==> src/rtl/input_cond_pkg.sv <==
// input_cond_pkg: shared state encodings and constant helpers for input_conditioner
package input_cond_pkg;
  typedef enum logic [1:0] {
    ST_LO  = 2'd0,
    CHK_HI = 2'd1,
    ST_HI  = 2'd2,
    CHK_LO = 2'd3
  } state_t;
  function automatic int clog2(input int v);
    int r;
    r = 0;
    while ((1 << r) < v) r++;
    return r;
  endfunction
endpackage

==> src/rtl/sync_chain.sv <==
// sync_chain: multi-flop synchronizer for an asynchronous 1-bit input
module sync_chain #(
  parameter int STAGES = 2
) (
  input  logic clk,
  input  logic rst,
  input  logic d,
  output logic q
);
  logic [STAGES-1:0] sr;
  always_ff @(posedge clk)
    if (rst) sr <= '0;
    else sr <= {sr[STAGES-2:0], d};
  assign q = sr[STAGES-1];
endmodule

==> src/rtl/input_conditioner.sv <==
// input_conditioner: synchronize, debounce and edge-detect a raw input, counting accepted rises
module input_conditioner
  import input_cond_pkg::*;
#(
  parameter int SYNC_STAGES     = 2,
  parameter int DEBOUNCE_CYCLES = 4,
  parameter int CNT_W           = 8
) (
  input  logic             clk,
  input  logic             rst,
  input  logic             din,
  input  logic             clr_cnt,
  output logic             dout,
  output logic             rise,
  output logic             fall,
  output logic [CNT_W-1:0] evt_cnt,
  output logic             evt_ovf
);
  localparam int CW = clog2(DEBOUNCE_CYCLES + 1);
  localparam logic [CW-1:0] LAST = CW'(DEBOUNCE_CYCLES - 1);
  state_t state;
  logic [CW-1:0] cnt;
  logic s;
  logic rise_evt;
  sync_chain #(.STAGES(SYNC_STAGES)) u_sync (
    .clk(clk),
    .rst(rst),
    .d  (din),
    .q  (s)
  );
  // rise_evt marks the edge on which rise, and the event counter, are updated
  assign rise_evt = (state == CHK_HI) && s && (cnt == LAST);
  always_ff @(posedge clk) begin
    if (rst) begin
      state   <= ST_LO;
      cnt     <= '0;
      dout    <= 1'b0;
      rise    <= 1'b0;
      fall    <= 1'b0;
      evt_cnt <= '0;
      evt_ovf <= 1'b0;
    end else begin
      rise <= 1'b0;
      fall <= 1'b0;
      case (state)
        ST_LO: if (s) begin
          state <= CHK_HI;
          cnt   <= CW'(1);
        end
        CHK_HI: if (!s) begin
          state <= ST_LO;
          cnt   <= '0;
        end else if (cnt == LAST) begin
          state <= ST_HI;
          dout  <= 1'b1;
          rise  <= 1'b1;
          cnt   <= '0;
        end else cnt <= cnt + 1'b1;
        ST_HI: if (!s) begin
          state <= CHK_LO;
          cnt   <= CW'(1);
        end
        CHK_LO: if (s) begin
          state <= ST_HI;
          cnt   <= '0;
        end else if (cnt == LAST) begin
          state <= ST_LO;
          dout  <= 1'b0;
          fall  <= 1'b1;
          cnt   <= '0;
        end else cnt <= cnt + 1'b1;
        default: state <= ST_LO;
      endcase
      if (clr_cnt) begin
        evt_cnt <= rise_evt ? CNT_W'(1) : '0;
        evt_ovf <= 1'b0;
      end else if (rise_evt) begin
        evt_cnt <= evt_cnt + 1'b1;
        evt_ovf <= evt_ovf | (&evt_cnt);
      end
    end
  end
endmodule

==> config.mk <==
export PLATFORM = sky130hd
export DESIGN_NAME = input_conditioner
export DESIGN_NICKNAME = d
export VERILOG_FILES = /design/src/rtl/input_cond_pkg.sv /design/src/rtl/sync_chain.sv /design/src/rtl/input_conditioner.sv
export SDC_FILE = /design/constraint.sdc
export NUM_CORES = 1
export LEC_CHECK = 0
export ABC_AREA = 1
export ABC_CLOCK_PERIOD_IN_PS = 1470
export BUFFER_PORTS_ARGS = -buffer_cell sky130_fd_sc_hd__clkbuf_2
export CORE_UTILIZATION = 23
export DETAILED_ROUTE_END_ITERATION = 10
export GPL_ROUTABILITY_DRIVEN = 0
export PLACE_DENSITY = 0.38
export SLEW_MARGIN = 30
export SYNTH_ARGS = -nofsm -noshare
export SYNTH_HDL_FRONTEND = slang
export SYNTH_SLANG_ARGS = --single-unit
==> constraint.sdc <==
create_clock -name clk -period 1.47 [get_ports clk]
set_input_delay 0.0735 -clock clk [delete_from_list [all_inputs] [get_ports clk]]
set_output_delay 0.0735 -clock clk [all_outputs]
set_load 0.05 [all_outputs]
==> results.sh <==
export IMPL_synth_flop_cell="dfxtp_1"
export IMPL_hold_class="in2reg"
export IMPL_setup_violations=0
export IMPL_cp_max_fo=5
export IMPL_antenna_found_initial=0
export IMPL_maxCapViolations=0
export IMPL_synthCells=112
export IMPL_ant_nets=0
export IMPL_cts_tree="done"
export IMPL_io_pin_count=16
export IMPL_crit_type="reg2reg"
export IMPL_clkPwrFrac_pct=33.0
export IMPL_syn_to_final_growth_pct=23.8
export IMPL_diodes=0
export IMPL_synth_edff_count=0
export IMPL_synth_top_area_share_pct=47.3
export IMPL_power_density_mw_per_mm2=836
export IMPL_ys_async_sr_fraction_pct=0
export IMPL_grt_ovfl_total=0
export IMPL_finalHoldViolCount=0
export IMPL_cts_htree_levels=1
export IMPL_worstSetupEndpointType="register"
export IMPL_outcome="finished, final reports clean"
export IMPL_die_area_sq_mm=0.00374
export IMPL_ys_seq_area_share_pct=47.3
export IMPL_die_w_um=61.1
export IMPL_cts_resized=0
export IMPL_slew_viol_final=0
export IMPL_yosysWarnings=0
export IMPL_internal_power_mw=0.635
export IMPL_wl_per_cell_um=9.08
export IMPL_fin_crit_ns=1.32
export IMPL_instances_no_fill=181
export IMPL_fin_setup_tns_ns=0
export IMPL_nets=142
export IMPL_synth_nets=118
export IMPL_grt_first_pass_wirelength_um=2680
export IMPL_via_per_inst=4.05
export IMPL_clk_pin_slew_ns=0.12
export IMPL_syn_mean_instance_area_sq_um=7.18
export IMPL_drive_above_1_share_pct=19.3
export IMPL_syn_area_sq_um=805
export IMPL_drc_errors=0
export IMPL_power_switching_mw=0.198
export IMPL_vias=733
export IMPL_yosysMostFrequentCell="nand2_1"
export IMPL_std_cell_rows=21
export IMPL_p_sw_share_pct=23.8
export IMPL_p_leak_nw=0.443
export IMPL_grt_pass1_vias=655
export IMPL_arrival_ns=1.57
export IMPL_worstMarginPinSlew_ns=0.340
export IMPL_cts_sinks=19
export IMPL_timing_fmax_mhz=755
export IMPL_place_inst=172
export IMPL_die_y_um=61.1
export IMPL_grt_max_degree=15
export IMPL_synth_cell_types=17
export IMPL_place_hpwl_um=1150
export IMPL_clockBufferDepth=2
export IMPL_numCtsBuffers=3
export IMPL_synth_common_cells="nand2_1, dfxtp_1, inv_1, nor2_1"
export IMPL_clkLatencyLatePin_ns=0.30
export IMPL_p_seq_share_pct=62.8
export IMPL_track_usage_pct=10.0
export IMPL_max_slew_margin_rel_pct=77.3
export IMPL_clock_skew_ns=0.00456
export IMPL_root_buffer="clkbuf_4"
export IMPL_power_frac_comb_pct=4.2
export IMPL_fin_crit_sh_pct=90.1
export IMPL_yosys_area_top_type="dfxtp_1"
export IMPL_drtIter0Drc=31
export IMPL_dr_pass1_iters=4
export IMPL_synth_area_leaders="dfxtp_1, nand2_1, inv_1"
export IMPL_synth_seq_cells=19
export IMPL_start_util_pct=24.1
export IMPL_ir_worst_vdd_mv=0.429
export IMPL_port_buffers=15
export IMPL_core_sq_mm=0.00334
export IMPL_required_ns=1.71
export IMPL_start_kind="register"
export IMPL_wl_um=1640
==> metal layers <==
metal	routed length, um	vias up	GRT usage [%]
met5	0	-	0
met4	16	0	2.92
met3	85	2	4.41
met2	797	11	17.5
met1	745	325	10.9
li1	-	395	-
==> final timing paths <==
path	from	end	slack, ns	depth (start not counted)
worst max-delay path	cnt[0]	evt_cnt[5]	0.15	6
worst min-delay path	clr_cnt	evt_cnt[0]	0.05	4
worst max register to register	cnt[0]	evt_cnt[5]	0.15	6
worst min register to register	u_sync.sr[0]	u_sync.sr[1]	0.41	2
==> flip-flops by register name, indices dropped and copies added, names as in the netlist, named ones only <==
name / flops
evt_ovf: 1
state: 1
fall: 1
u_sync.sr: 2
evt_cnt: 8
cnt: 3
dout: 1
rise: 1
==> worst max-delay path, cell delays in order, from the launching register on <==
cell and delay (ns):
dfxtp_1 0.37, ha_1 0.19, nand3_2 0.16, nor2_4 0.20, buf_4 0.14, nand4_1 0.07, a21oi_1 0.14
==> timing repair <==
item | in CTS | in global routing
setup endpoints to repair | 0 | 4
hold endpoints to repair | 1 | 0
buffers inserted | 0 | 3
hold buffers | 1 | 0
==> area by class of cell <==
cell class / count / area, sq um
clock buffers: 3 / 22.5
clock inverters: 1 / 5.00
fillers: 380 / 2340
inverters: 19 / 71.3
multi-input cells: 73 / 344
flip-flops and latches: 19 / 380
well taps: 46 / 57.6
repair buffers: 20 / 115
==> per-stage QoR <==
stage | setup slack, ns | hold WS [ns] | utilization (%) | power [mW] | area [sq um]
2_1_floorplan | 0.0457 | 0.180 | - | 0.555 | 805
6_report | 0.146 | 0.0533 | 29.8 | 0.832 | 996
3_5_place_dp | 0.0882 | 0.274 | 27.9 | 0.567 | 930
4_1_cts | 0.0714 | 0.0484 | 29.0 | 0.847 | 967
3_3_place_gp | 0.115 | 0.270 | 27.9 | 0.568 | 930
5_1_grt | -0.00653 | 0.0511 | 29.8 | 0.874 | 996
==> cells in the final DEF (no fill, tap or decap), types with 2 or more instances in the layout <==
master	synthesis	layout
clkbuf_4	0	3
nand3_1	7	7
inv_1	19	19
dfxtp_1	19	19
buf_4	0	4
clkbuf_2	0	15
nand4_1	2	2
o21ai_0	4	4
nand2_1	25	25
ha_1	2	2
nor2_1	19	19
a21oi_1	7	7
==> power by group through the flow <==
stage	logic [mW]	registers [mW]	clock network [mW]
floorplan	0.0219	0.534	0
global placement	0.0338	0.534	0
detailed placement	0.0330	0.534	0
CTS	0.0351	0.523	0.289
global route	0.0418	0.523	0.309
finish	0.0351	0.522	0.275
==> cell families (layout without fill, tap and decap cells) <==
| group | Yosys count | in the layout | synth area share, % |
|---|---|---|---|
| buffers and inverters | 21 | 43 | 10.7 |
| adder cells (fa/ha/maj) | 2 | 2 | 3.11 |
| AND/OR/NAND/NOR | 56 | 57 | 29.7 |
| flip-flops | 19 | 19 | 47.3 |
| AO/OA/AOI/OAI | 14 | 14 | 9.18 |
No activity file was read; power rests on OpenSTA's default activity.
